### src/rtl/array_packed_3d_pkg.sv
// rtl/array_packed_3d_pkg.sv - shared constants, types and helpers for the packed 3D array reader
package array_packed_3d_pkg;

    localparam int DEF_DIM_I = 4;
    localparam int DEF_DIM_J = 3;
    localparam int DEF_DIM_K = 2;
    localparam int DEF_DW    = 8;
    localparam int SUM_W     = 16;

    typedef logic [DEF_DW-1:0] elem_t;
    typedef logic [DEF_DIM_I-1:0][DEF_DIM_J-1:0][DEF_DIM_K-1:0][DEF_DW-1:0] array_t;

    typedef enum logic [1:0] {
        ST_IDLE = 2'd0,
        ST_RUN  = 2'd1,
        ST_DONE = 2'd2
    } state_t;

    // Index width for a dimension; a dimension of 1 still gets a 1-bit index.
    function automatic int idx_w(input int n);
        return (n > 1) ? $clog2(n) : 1;
    endfunction

endpackage

### src/rtl/array_packed_3d_idx_cnt.sv
// rtl/array_packed_3d_idx_cnt.sv - nested i/j/k wrap counters with last-element flag
module array_packed_3d_idx_cnt
    import array_packed_3d_pkg::*;
#(
    parameter int DIM_I = DEF_DIM_I,
    parameter int DIM_J = DEF_DIM_J,
    parameter int DIM_K = DEF_DIM_K,
    parameter int IW    = idx_w(DIM_I),
    parameter int JW    = idx_w(DIM_J),
    parameter int KW    = idx_w(DIM_K)
) (
    input  logic          clk,
    input  logic          rst_n,
    input  logic          clear,
    input  logic          advance,
    output logic [IW-1:0] out_i,
    output logic [JW-1:0] out_j,
    output logic [KW-1:0] out_k,
    output logic          last
);

    logic [IW-1:0] i_q, i_d;
    logic [JW-1:0] j_q, j_d;
    logic [KW-1:0] k_q, k_d;

    logic k_wrap, j_wrap, i_wrap;

    always_comb begin
        k_wrap = (k_q == KW'(DIM_K - 1));
        j_wrap = (j_q == JW'(DIM_J - 1));
        i_wrap = (i_q == IW'(DIM_I - 1));
        i_d    = i_q;
        j_d    = j_q;
        k_d    = k_q;
        if (clear) begin
            i_d = '0;
            j_d = '0;
            k_d = '0;
        end else if (advance) begin
            // k is innermost: j only moves when k wraps, i only when both wrap
            if (!k_wrap) begin
                k_d = k_q + KW'(1);
            end else begin
                k_d = '0;
                if (!j_wrap) begin
                    j_d = j_q + JW'(1);
                end else begin
                    j_d = '0;
                    i_d = i_wrap ? '0 : i_q + IW'(1);
                end
            end
        end
    end

    always_ff @(posedge clk or negedge rst_n) begin
        if (!rst_n) begin
            i_q <= '0;
            j_q <= '0;
            k_q <= '0;
        end else begin
            i_q <= i_d;
            j_q <= j_d;
            k_q <= k_d;
        end
    end

    assign out_i = i_q;
    assign out_j = j_q;
    assign out_k = k_q;
    assign last  = i_wrap && j_wrap && k_wrap;

endmodule

### src/rtl/array_packed_3d_reader.sv
// rtl/array_packed_3d_reader.sv - snapshots a packed 3D array and streams its elements i/j/k-ordered
module array_packed_3d_reader
    import array_packed_3d_pkg::*;
#(
    parameter int DIM_I = DEF_DIM_I,
    parameter int DIM_J = DEF_DIM_J,
    parameter int DIM_K = DEF_DIM_K,
    parameter int DW    = DEF_DW,
    parameter int IW    = idx_w(DIM_I),
    parameter int JW    = idx_w(DIM_J),
    parameter int KW    = idx_w(DIM_K)
) (
    input  logic                            clk,
    input  logic                            rst_n,
    input  logic                            start,
    input  logic [DIM_I*DIM_J*DIM_K*DW-1:0] array_in,
    output logic                            busy,
    output logic                            out_valid,
    input  logic                            out_ready,
    output logic [DW-1:0]                   out_data,
    output logic [IW-1:0]                   out_i,
    output logic [JW-1:0]                   out_j,
    output logic [KW-1:0]                   out_k,
    output logic                            out_last,
    output logic                            done,
    output logic [SUM_W-1:0]                sum
);

    typedef logic [DIM_I-1:0][DIM_J-1:0][DIM_K-1:0][DW-1:0] snap_t;

    state_t           state_q, state_d;
    snap_t            snap_q, snap_d;
    logic [SUM_W-1:0] acc_q, acc_d;
    logic [SUM_W-1:0] sum_q, sum_d;
    logic             out_valid_q, out_valid_d;
    logic             busy_q, busy_d;
    logic             done_q, done_d;

    logic    capture;
    logic    handshake;
    logic    last;
    logic [DW-1:0] elem;

    array_packed_3d_idx_cnt #(
        .DIM_I (DIM_I),
        .DIM_J (DIM_J),
        .DIM_K (DIM_K),
        .IW    (IW),
        .JW    (JW),
        .KW    (KW)
    ) u_idx_cnt (
        .clk     (clk),
        .rst_n   (rst_n),
        .clear   (capture),
        .advance (handshake),
        .out_i   (out_i),
        .out_j   (out_j),
        .out_k   (out_k),
        .last    (last)
    );

    assign elem      = snap_q[out_i][out_j][out_k];
    assign capture   = (state_q == ST_IDLE) && start;
    assign handshake = out_valid_q && out_ready;

    always_comb begin
        state_d     = state_q;
        snap_d      = snap_q;
        acc_d       = acc_q;
        sum_d       = sum_q;
        out_valid_d = out_valid_q;
        busy_d      = busy_q;
        done_d      = 1'b0;
        case (state_q)
            ST_IDLE: begin
                if (start) begin
                    state_d     = ST_RUN;
                    snap_d      = array_in;
                    acc_d       = '0;
                    out_valid_d = 1'b1;
                    busy_d      = 1'b1;
                end
            end
            ST_RUN: begin
                if (handshake) begin
                    acc_d = acc_q + SUM_W'(elem);
                    if (last) begin
                        // Publish the total on the same edge so sum is already final in DONE
                        state_d     = ST_DONE;
                        sum_d       = acc_d;
                        out_valid_d = 1'b0;
                        done_d      = 1'b1;
                    end
                end
            end
            ST_DONE: begin
                state_d = ST_IDLE;
                busy_d  = 1'b0;
            end
            default: begin
                state_d     = ST_IDLE;
                out_valid_d = 1'b0;
                busy_d      = 1'b0;
            end
        endcase
    end

    always_ff @(posedge clk or negedge rst_n) begin
        if (!rst_n) begin
            state_q     <= ST_IDLE;
            snap_q      <= '0;
            acc_q       <= '0;
            sum_q       <= '0;
            out_valid_q <= 1'b0;
            busy_q      <= 1'b0;
            done_q      <= 1'b0;
        end else begin
            state_q     <= state_d;
            snap_q      <= snap_d;
            acc_q       <= acc_d;
            sum_q       <= sum_d;
            out_valid_q <= out_valid_d;
            busy_q      <= busy_d;
            done_q      <= done_d;
        end
    end

    assign out_valid = out_valid_q;
    assign out_data  = out_valid_q ? elem : '0;
    assign out_last  = out_valid_q && last;
    assign busy      = busy_q;
    assign done      = done_q;
    assign sum       = sum_q;

endmodule
### config.mk
export PLATFORM = sky130hd
export DESIGN_NAME = array_packed_3d_reader
export DESIGN_NICKNAME = d
export VERILOG_FILES = /design/src/rtl/array_packed_3d_pkg.sv /design/src/rtl/array_packed_3d_idx_cnt.sv /design/src/rtl/array_packed_3d_reader.sv
export SDC_FILE = /design/constraint.sdc
export NUM_CORES = 1
export LEC_CHECK = 0
export BUFFER_PORTS_ARGS = -buffer_cell sky130_fd_sc_hd__buf_2
export CAP_MARGIN = 20
export CORE_ASPECT_RATIO = 0.8
export CORE_MARGIN = 5
export CORE_UTILIZATION = 45
export CTS_CLUSTER_DIAMETER = 150
export DETAILED_ROUTE_END_ITERATION = 10
export MAX_ROUTING_LAYER = met4
export PLACE_DENSITY = 0.68
export SETUP_SLACK_MARGIN = 0.4
export SYNTH_ARGS = -nofsm -noshare
export SYNTH_HDL_FRONTEND = slang
export SYNTH_HIERARCHICAL = 1
export SYNTH_SLANG_ARGS = --single-unit
### constraint.sdc
create_clock -name clk -period 3.1 [get_ports clk]
set_input_delay 0.93 -clock clk [delete_from_list [all_inputs] [get_ports clk]]
set_output_delay 0.93 -clock clk [all_outputs]
set_load 0.1 [all_outputs]
==> flow_summary.yaml, run 1 <==
outcome:
  status: "complete, but fails checks"
  failed_checks: "negative setup slack"
power_and_ir_drop:
  pwr-share-seq: 0.307
  p_leak_nw: 7.46
  swShare: 0.394
  p_switching_mw: 6.27
  internal_power_mw: 9.63
  ir_drop_mv: 0.534
  clock_power_share: 0.196
  combPwrFrac: 0.497
  p_per_area_nw_per_um2: 1090
sta:
  setup_violations: 33
  fin_ws_ns: -0.528
  hold_viol: 0
  fin_worst_skew_ns: 0.0131
  drv_slew: 0
  relSlewSlack: 0.603
  fmax_mhz: 276
  period_needed_ns: 3.63
  tightestPinTransition_ns: 0.594
  min_period_over_period: 1.17
  rsz0062_at_grt: "true"
synth:
  synth-seq-cells: 234
  synthTopCellsByArea: "dfrtp_1 52%, nand2_1 21%, mux4_2 5.5%, mux4_1 4.2%, mux2i_1 1.9%"
  synth_nets: 1381
  muxShareOfSynthArea: 0.127
  yosysUniqueCellTypes: 52
  synthArstFlopShare: 1.00
  synth_compound_area_frac: 0.0464
  ys_warn_count: 6
  synthAdderAreaFrac: 0.0119
  synth-main-ff-cell: "dfrtp_1"
  synth_edf_count: 0
  syn_area_per_cell_um2: 9.49
  syn_inst: 1175
  yosysTopAreaCell: "dfrtp_1"
  synth_top_family_by_area: "simple AND/OR/NAND/NOR gates"
  synth-seq-area-share: 0.525
  synth_xor_area_frac: 0.0102
  synth_simple_gate_area_frac: 0.246
  syn_area_um2: 11200
  synth_top_area_share: 0.525
global_route:
  grt_pass1_wl_mm: 51.6
  grt.total_usage: 0.243
  antenna_found_initial: 0
  grt_pass1_vias: 9392
  gr-total-overflow: 0
  grt_max_degree: 129
route:
  drt_wl_total_mm: 33.4
  avgRoutedWirePerCell_um: 18.8
  drtPass1Iterations: 5
  drt-initial-drc-count: 774
  drc_errors: 0
  ant_nets: 0
  viasPerCell: 5.25
  via_count: 9313
critical_path:
  setup.worst_path.start_class: "flop"
  path_max_fanout: 5
  r2r_slack_ns: -0.37
  ff2ff_path_depth: 13
  worst-setup-path-type: "flop to primary output"
  critPathRequiredTime_ns: 2.17
  r2r-start: "u_idx_cnt/out_i[1]"
  crit_arrival_ns: 2.70
  crit_path_end_kind: "primary output"
  r2r-end: "acc_q[13]"
floorplanning:
  io_pins: 229
  dieHeight_um: 151
  initial_core_util: 0.458
  rows: 51
  die_area_um2: 28100
  core_area_um2: 24400
  die_w_um: 186
finish:
  multi_input_area_um2: 5310
  seqCellArea_um2: 5870
  area_delta_synth_final_pct: 31.2
  num_antenna_cells: 0
  nFillCells: 2056
  final_area_um2: 14600
  fin_nets: 1648
  final_layout_size_suffix_gt1_frac: 0.321
  final_util: 0.600
clock_tree:
  clkTransAtPathRegs_ns: 0.06
  clock_latency_ns: 0.52
  cts_tree: "done"
  cts-root-buf: "clkbuf_16"
  cts.sinks: 234
  cts_buffer_depth: 3
  cts_buffers: 24
  htreeDepth: 1
placement:
  post-dp-hpwl_mm: 23.6
  io_buffers: 228
  dpl_cell_area_um2: 13000
  place_congestion: 0.848
run:
  drv_cap: 0
min_path:
  hp-class: "primary input to async pin"
## cell usage after synthesis, types with 3 or more instances
library cell	count
xor2_1	6
nand3_1	13
inv_1	10
buf_6	3
o221ai_2	6
mux4_2	27
and3_1	3
nor2b_1	4
mux4_1	18
ha_1	9
mux2_2	8
buf_2	6
o21ai_0	29
nand2_1	614
a31o_2	3
nand2b_1	8
a22o_1	7
xnor2_1	7
o31ai_1	3
a21o_1	3
and2_1	9
buf_4	6
mux2i_1	21
dfrtp_1	234
clkbuf_1	53
nor2_1	14
nand3b_1	3
o211ai_1	3
nand4_1	5
a21oi_1	10
## routing by layer
metal	part of all wire	vias to the layer above	wire (um)	global-route usage
met1	0.45	4499	15000	0.355
met3	0.078	54	2610	0.0487
li1	-	4386	-	-
met2	0.45	374	15000	0.360
met5	0	-	0	-
met4	0.022	0	741	0.0492
## cells by family after synthesis
logic type | after synthesis
AND/OR/NAND/NOR | 688
flip-flops | 234
buffers and inverters | 80
multiplexers | 76
AO/OA/AOI/OAI | 74
XOR/XNOR | 13
adder cells (fa/ha/maj) | 10
## flip-flops by register name, summed over array words and instances, names as in the netlist
name / count
snap_q: 192
u_idx_cnt/out_i: 2
acc_q: 16
u_idx_cnt/out_k: 1
done: 1
busy: 1
u_idx_cnt/out_j: 2
state_q: 2
sum: 16
out_valid: 1
## power by group through the flow
stage | clock, mW | sequential, mW | combinational, mW
global route | 3.28 | 4.98 | 8.43
finish | 3.12 | 4.88 | 7.91
CTS | 3.17 | 4.84 | 7.54
detailed placement | 0 | 4.90 | 6.18
floorplan | 0 | 4.76 | 4.43
global placement | 0 | 4.88 | 6.05
## layout by cell type (no fill, tap or decap), types with 4 or more instances in the layout
master / Yosys / layout
a21oi_1: 10 / 5
a21oi_4: 0 / 5
a22o_1: 7 / 7
and2_4: 0 / 9
buf_12: 0 / 20
buf_2: 6 / 215
buf_4: 6 / 57
buf_6: 3 / 11
bufinv_16: 0 / 4
clkbuf_1: 53 / 5
clkbuf_16: 0 / 25
clkbuf_8: 0 / 5
dfrtp_1: 234 / 229
dfrtp_4: 0 / 4
ha_4: 0 / 4
inv_1: 10 / 8
mux2_2: 8 / 5
mux2_4: 1 / 4
mux2i_1: 21 / 15
mux2i_2: 0 / 5
mux4_1: 18 / 8
mux4_2: 27 / 37
nand2_1: 614 / 610
nand2b_1: 8 / 8
nand3_1: 13 / 11
nand4_1: 5 / 5
nor2_1: 14 / 12
o21ai_1: 0 / 19
o21ai_2: 0 / 7
xnor2_1: 7 / 5
xor2_1: 6 / 5
## critical path, cell delays in order (launching register included)
cell	delay, ns
dfrtp_4	0.53
buf_12	0.16
buf_8	0.11
mux4_2	0.54
mux2_4	0.30
nand2_4	0.08
o221ai_4	0.11
and2_4	0.20
buf_12	0.16
## cell type report
class,count,share of cell area
multi-input combinational,861,0.363
tap,318,0.0272
clock buffer,35,0.0487
timing repair buffer,310,0.148
clock inverter,6,0.00906
sequential,234,0.401
inverter,11,0.00316
## metrics by stage
step / total power, mW / cells / hold WS, ns / TNS, ns / worst slack (ns)
5_1_grt: 16.7 / 1775 / 0.384 / -13.01 / -0.591
3_3_place_gp: 10.9 / 1706 / 0.450 / -2.03 / -0.148
4_1_cts: 15.5 / 1769 / 0.365 / -9.28 / -0.525
2_1_floorplan: 9.18 / 1175 / 0.437 / -2.51 / -0.177
6_report: 15.9 / 1775 / 0.349 / -9.41 / -0.528
3_5_place_dp: 11.1 / 1706 / 0.456 / -3.23 / -0.281
## worst max-delay path by stage
stage	endpoint	startpoint	slack, ns	depth (start not counted)
2_1_floorplan	acc_q[11]	u_idx_cnt/out_i[1]	-0.18	14
3_3_place_gp	acc_q[8]	u_idx_cnt/out_i[1]	-0.15	12
3_5_place_dp	acc_q[8]	u_idx_cnt/out_i[0]	-0.28	11
4_1_cts	out_data[5]	u_idx_cnt/out_i[1]	-0.52	8
5_1_grt	out_data[2]	u_idx_cnt/out_i[1]	-0.59	7
6_report	out_data[5]	u_idx_cnt/out_i[1]	-0.53	8
## repair_timing
item                                    in CTS  in global routing
hold buffers                                 0                  0
pin swaps                                   25                 15
buffers inserted                            19                  6
endpoints found under the setup margin      42                 42
resized for setup                          100                 32
cloned                                       3                  0
Power figures use the tool's default switching activity.
==> run 2: changes to the inputs <==
--- a/config.mk
+++ b/config.mk
@@ -7,7 +7,7 @@
 export LEC_CHECK = 0
 export BUFFER_PORTS_ARGS = -buffer_cell sky130_fd_sc_hd__buf_2
 export CAP_MARGIN = 20
-export CORE_ASPECT_RATIO = 0.8
+export CORE_ASPECT_RATIO = 0.75
 export CORE_MARGIN = 5
 export CORE_UTILIZATION = 45
 export CTS_CLUSTER_DIAMETER = 150
==> run 2 against run 1 <==
The run still ends with negative setup slack left. Cell count grew 1.2%. Final area shrank 0.34%. Combinational power grew 0.9%. Critical path type unchanged.
==> flow_summary.yaml, run 2 (synthesis gave the netlist of run 1 again) <==
outcome:
  status: "complete, but fails checks"
  failed_checks: "negative setup slack"
sta:
  fmax_mhz: 277
  fin_worst_skew_ns: 0.0135
  min_period_over_period: 1.16
  relSlewSlack: 0.593
  fin_ws_ns: -0.511
  hold_viol: 0
  hold_ws_ns: 0.350
  drv_slew: 0
  rsz0062_at_grt: "true"
  tightestPinTransition_ns: 0.609
  setup_violations: 34
  period_needed_ns: 3.61
critical_path:
  crit_arrival_ns: 2.68
  cp_num_buf_inv: 3
  ff2ff_path_depth: 13
  critPathSlowestCell: "dfrtp_4"
  cp_top_family: "multiplexers"
  r2r_slack_ns: -0.35
  worst-setup-path-type: "flop to primary output"
  crit_cells: 8
  r2r-end: "acc_q[13]"
  critPathRequiredTime_ns: 2.17
  worstPathCellList: "buf_12 -> buf_16 -> mux4_2 -> mux2_4 -> nand2_4 -> o221ai_4 -> and2_4 -> buf_12"
  setup.worst_path.start_class: "flop"
  r2r-start: "u_idx_cnt/out_i[1]"
  cp_common_cell: "buf_12"
  crit_path_end_kind: "primary output"
  critPathMaxStageDelay_ns: 0.54
  path_max_fanout: 6
power_and_ir_drop:
  swShare: 0.399
  ir_drop_mv: 0.808
  combPwrFrac: 0.506
  p_leak_nw: 7.44
  power.total_mw: 15.8
  p_per_area_nw_per_um2: 1080
  p_switching_mw: 6.28
  internal_power_mw: 9.48
  pwr-share-seq: 0.311
  clock_power_share: 0.183
global_route:
  grt_max_degree: 108
  busiest_layer: "met1"
  met3_usage: 0.0406
  gr-total-overflow: 0
  met1_usage: 0.378
  grt.total_usage: 0.242
  gr-usage-met2: 0.337
  grt_pass1_vias: 9299
  antenna_found_initial: 0
  grt_pass1_wl_mm: 52.4
floorplanning:
  core_area_um2: 24200
  rows: 49
  io_pins: 229
  dieHeight_um: 146
  die_area_um2: 28100
  die_w_um: 192
  initial_core_util: 0.461
clock_tree:
  cts_tree: "done"
  clkTransAtPathRegs_ns: 0.06
  cts.sinks: 234
  cts_buffer_depth: 3
  htreeDepth: 1
  cts_buffers: 25
  cts-root-buf: "clkbuf_16"
  clock_latency_ns: 0.52
finish:
  final_common_cell: "nand2_1"
  top_register: "snap_q"
  fin_nets: 1653
  final_layout_size_suffix_gt1_frac: 0.325
  area_delta_synth_final_pct: 30.7
  layout_common_cells: "608 x nand2_1, 229 x dfrtp_1, 215 x buf_2"
  largest_reg_flops: 192
  num_antenna_cells: 0
  nFillCells: 2085
route:
  ant_nets: 0
  drc_errors: 0
  drt-initial-drc-count: 763
  drt_wl_total_mm: 33.4
  avgRoutedWirePerCell_um: 18.6
  via_count: 9278
  drtPass1Iterations: 5
  viasPerCell: 5.17
placement:
  post-dp-hpwl_mm: 23.6
  io_buffers: 228
  place_congestion: 0.880
min_path:
  hp-class: "primary input to async pin"
run:
  drv_cap: 0
-- run 2: cell count changes in the layout (fill, tap and decap cells not counted), sizes merged --
cell      before  now
bufinv         4    1
clkinvlp       1    2
clkbuf        36   40
inv           11   13
buf          309  313
-- run 2: power by group through the flow --
stage | clock, mW | combinational [mW] | sequential [mW]
floorplan | 0 | 4.43 | 4.76
global placement | 0 | 6.12 | 4.88
detailed placement | 0 | 6.24 | 4.89
CTS | 2.93 | 7.43 | 4.86
global route | 3.09 | 8.50 | 5.00
finish | 2.88 | 7.98 | 4.90
-- run 2: layout make-up --
| cell class | count | area, um^2 | area share |
|---|---|---|---|
| Timing Repair Buffer | 314 | 2160 | 0.148 |
| Clock inverter | 6 | 67.6 | 0.00463 |
| Clock buffer | 39 | 718 | 0.0492 |
| Tap cell | 331 | 414 | 0.0284 |
| Inverter | 11 | 46.3 | 0.00317 |
| Sequential cell | 234 | 5870 | 0.403 |
| Multi-Input combinational cell | 861 | 5300 | 0.364 |
-- run 2: how the worst max path moves through the flow --
stage | from | end
CTS | u_idx_cnt/out_i[1] | out_data[3]
finish | u_idx_cnt/out_i[1] | out_data[3]
global route | u_idx_cnt/out_i[1] | out_data[7]
global placement | u_idx_cnt/out_i[1] | sum[12]
floorplan | u_idx_cnt/out_i[1] | acc_q[11]
detailed placement | u_idx_cnt/out_i[1] | acc_q[15]
-- run 2: per-layer routing --
metal	share of wire	routed length, um	vias up
li1	-	-	4384
met1	0.49	16200	4518
met2	0.43	14400	330
met3	0.068	2260	46
met4	0.018	592	0
met5	0	0	-
-- run 2: metrics by stage --
| step | worst slack, ns | TNS (ns) | utilization | cells | instance area [um^2] |
|---|---|---|---|---|---|
| floorplan | -0.177 | -2.51 | - | 1175 | 11300 |
| global placement | -0.165 | -2.22 | 0.539 | 1721 | 13000 |
| detailed placement | -0.198 | -3.46 | 0.539 | 1721 | 13000 |
| CTS | -0.507 | -7.53 | 0.592 | 1786 | 14300 |
| global route | -0.570 | -11.45 | 0.602 | 1796 | 14600 |
| finish | -0.511 | -8.17 | 0.602 | 1796 | 14600 |
-- run 2: repair_timing --
item,4_1_cts,5_1_grt
buffers inserted,19,10
gates cloned,1,0
endpoints found under the setup margin,43,42
hold buffers,0,0
gates resized for setup,106,36
pin swaps,24,24
==> run 3: changes to the inputs <==
--- a/config.mk
+++ b/config.mk
@@ -19,3 +19,4 @@
 export SYNTH_HDL_FRONTEND = slang
 export SYNTH_HIERARCHICAL = 1
 export SYNTH_SLANG_ARGS = --single-unit
+export TNS_END_PERCENT = 20
==> constraint.sdc (replaced) <==
create_clock -name clk -period 3.3 [get_ports clk]
set_input_delay 0.99 -clock clk [delete_from_list [all_inputs] [get_ports clk]]
set_output_delay 0.99 -clock clk [all_outputs]
set_load 0.1 [all_outputs]
==> run 3 against run 2 <==
Routed wire length down 2.7%. Largest cell class unchanged. Cell count down 1.2%. Non-clock buffer count down 22. The flow still finishes with violations (negative setup slack). Combinational power down 12%.
==> flow_summary.yaml, run 3 (synthesis gave the netlist of run 1 again) <==
critical_path:
  crit_path_end_kind: "primary output"
  cp_common_cell: "buf_12"
  critPathRequiredTime_ns: 2.31
  crit_arrival_ns: 2.66
  worst-setup-path-type: "flop to primary output"
  critPathSlowestCell: "mux4_2"
  worstPathCellList: "buf_12 -> buf_16 -> mux4_2 -> mux2_4 -> nand2_4 -> o221ai_4 -> and2_4 -> buf_12"
  r2r-end: "acc_q[13]"
  setup.worst_path.start_class: "flop"
  ff2ff_path_depth: 16
  r2r-start: "u_idx_cnt/out_i[1]"
  path_max_fanout: 5
  r2r_slack_ns: -0.25
  critPathMaxStageDelay_ns: 0.55
global_route:
  antenna_found_initial: 0
  grt_max_degree: 104
  grt.total_usage: 0.236
  gr-total-overflow: 0
  grt_pass1_vias: 9172
  grt_pass1_wl_mm: 51.2
power_and_ir_drop:
  clock_power_share: 0.202
  combPwrFrac: 0.484
  swShare: 0.392
  p_per_area_nw_per_um2: 1010
  p_switching_mw: 5.73
  power.total_mw: 14.6
  ir_drop_mv: 0.773
  internal_power_mw: 8.87
  p_leak_nw: 7.38
  pwr-share-seq: 0.315
placement:
  place_congestion: 0.842
  post-dp-hpwl_mm: 22.9
  dpl_cell_area_um2: 12900
  io_buffers: 228
  dpl_worst_slack_ns: -0.127
clock_tree:
  cts-root-buf: "clkbuf_16"
  cts_tree: "done"
  cts.sinks: 234
  clkTransAtPathRegs_ns: 0.06
  htreeDepth: 1
  ctsHoldBuffers: 0
  cts_buffer_depth: 3
  cts_buffers: 25
  clock_latency_ns: 0.52
min_path:
  hp-class: "primary input to async pin"
route:
  avgRoutedWirePerCell_um: 18.3
  drtPass1Iterations: 5
  drt-initial-drc-count: 679
  via_count: 9239
  drc_errors: 0
  viasPerCell: 5.21
  ant_nets: 0
  drt_wl_total_mm: 32.5
sta:
  rsz0062_at_grt: "true"
  min_period_over_period: 1.11
  tightestPinTransition_ns: 0.583
  hold_viol: 0
  fmax_mhz: 274
  fin_worst_skew_ns: 0.00580
  drv_slew: 0
  setup_violations: 27
  fin_ws_ns: -0.354
  tns_ns: -4.84
  relSlewSlack: 0.611
  period_needed_ns: 3.65
floorplanning:
  die_w_um: 192
  rows: 49
  core_area_um2: 24200
  die_area_um2: 28100
  io_pins: 229
  initial_core_util: 0.461
  dieHeight_um: 146
finish:
  num_antenna_cells: 0
  layout_common_cells: "607 x nand2_1, 230 x dfrtp_1, 218 x buf_2"
  final_util: 0.598
  nFillCells: 2062
  final_common_cell: "nand2_1"
  final_layout_size_suffix_gt1_frac: 0.315
  area_delta_synth_final_pct: 29.8
  fin_nets: 1631
  final_area_um2: 14500
  top_register: "snap_q"
  largest_reg_flops: 192
outcome:
  failed_checks: "negative setup slack"
  status: "complete, but fails checks"
run:
  drv_cap: 0
-- run 3: power groups by stage --
| stage | clock network, mW | logic [mW] | registers [mW] |
|---|---|---|---|
| 2_1_floorplan | 0 | 4.13 | 4.46 |
| 3_3_place_gp | 0 | 5.50 | 4.57 |
| 3_5_place_dp | 0 | 5.60 | 4.58 |
| 4_1_cts | 3.01 | 6.79 | 4.56 |
| 5_1_grt | 3.13 | 7.55 | 4.69 |
| 6_report | 2.94 | 7.06 | 4.59 |
-- run 3: worst max-delay path by stage --
| stage | start | endpoint | slack [ns] | cells after the start |
|---|---|---|---|---|
| final | u_idx_cnt/out_i[1] | out_data[5] | -0.35 | 8 |
| after global routing | u_idx_cnt/out_i[1] | out_data[5] | -0.41 | 8 |
| after CTS | u_idx_cnt/out_i[1] | out_data[5] | -0.37 | 7 |
| after detailed placement | u_idx_cnt/out_i[1] | sum[10] | -0.13 | 12 |
| after global placement | u_idx_cnt/out_i[1] | sum[10] | -0.08 | 12 |
| after floorplan | u_idx_cnt/out_i[1] | acc_q[11] | 0.02 | 14 |
-- run 3: cell type report --
class / instances / area, um^2 / area share
inverter: 11 / 46.3 / 0.00320
clock inverter: 13 / 169 / 0.0117
multi-input combinational: 861 / 5260 / 0.363
tap: 331 / 414 / 0.0286
clock buffer: 33 / 696 / 0.0480
timing repair buffer: 292 / 2020 / 0.140
sequential: 234 / 5870 / 0.405
-- run 3: worst max-delay path: cells and delay by family, from the launching register on --
| family | cells | cell delay, ns |
|---|---|---|
| flip-flops | 1 | 0.49 |
| buffers and inverters | 3 | 0.43 |
| AO/OA/AOI/OAI | 1 | 0.10 |
| AND/OR/NAND/NOR | 2 | 0.26 |
| multiplexers | 2 | 0.87 |
-- run 3: routing by layer --
layer,vias up,GRT usage,wire (um)
met3,41,0.0406,2330
met5,-,-,0
met4,0,0.0449,634
met2,334,0.325,14000
li1,4345,-,-
met1,4519,0.370,15500
-- run 3: what timing repair did --
| item | CTS | global route |
|---|---|---|
| gates resized for setup | 97 | 29 |
| cloned | 3 | 0 |
| pin swaps | 15 | 12 |
| hold endpoints to repair | 0 | 0 |
| endpoints found under the setup margin | 37 | 40 |
| buffers inserted | 19 | 1 |
-- run 3: stage by stage --
stage / hold slack [ns] / instances
final: 0.407 / 1775
after global routing: 0.425 / 1775
after CTS: 0.424 / 1774
after detailed placement: 0.455 / 1706
after global placement: 0.450 / 1706
after floorplan: 0.437 / 1175
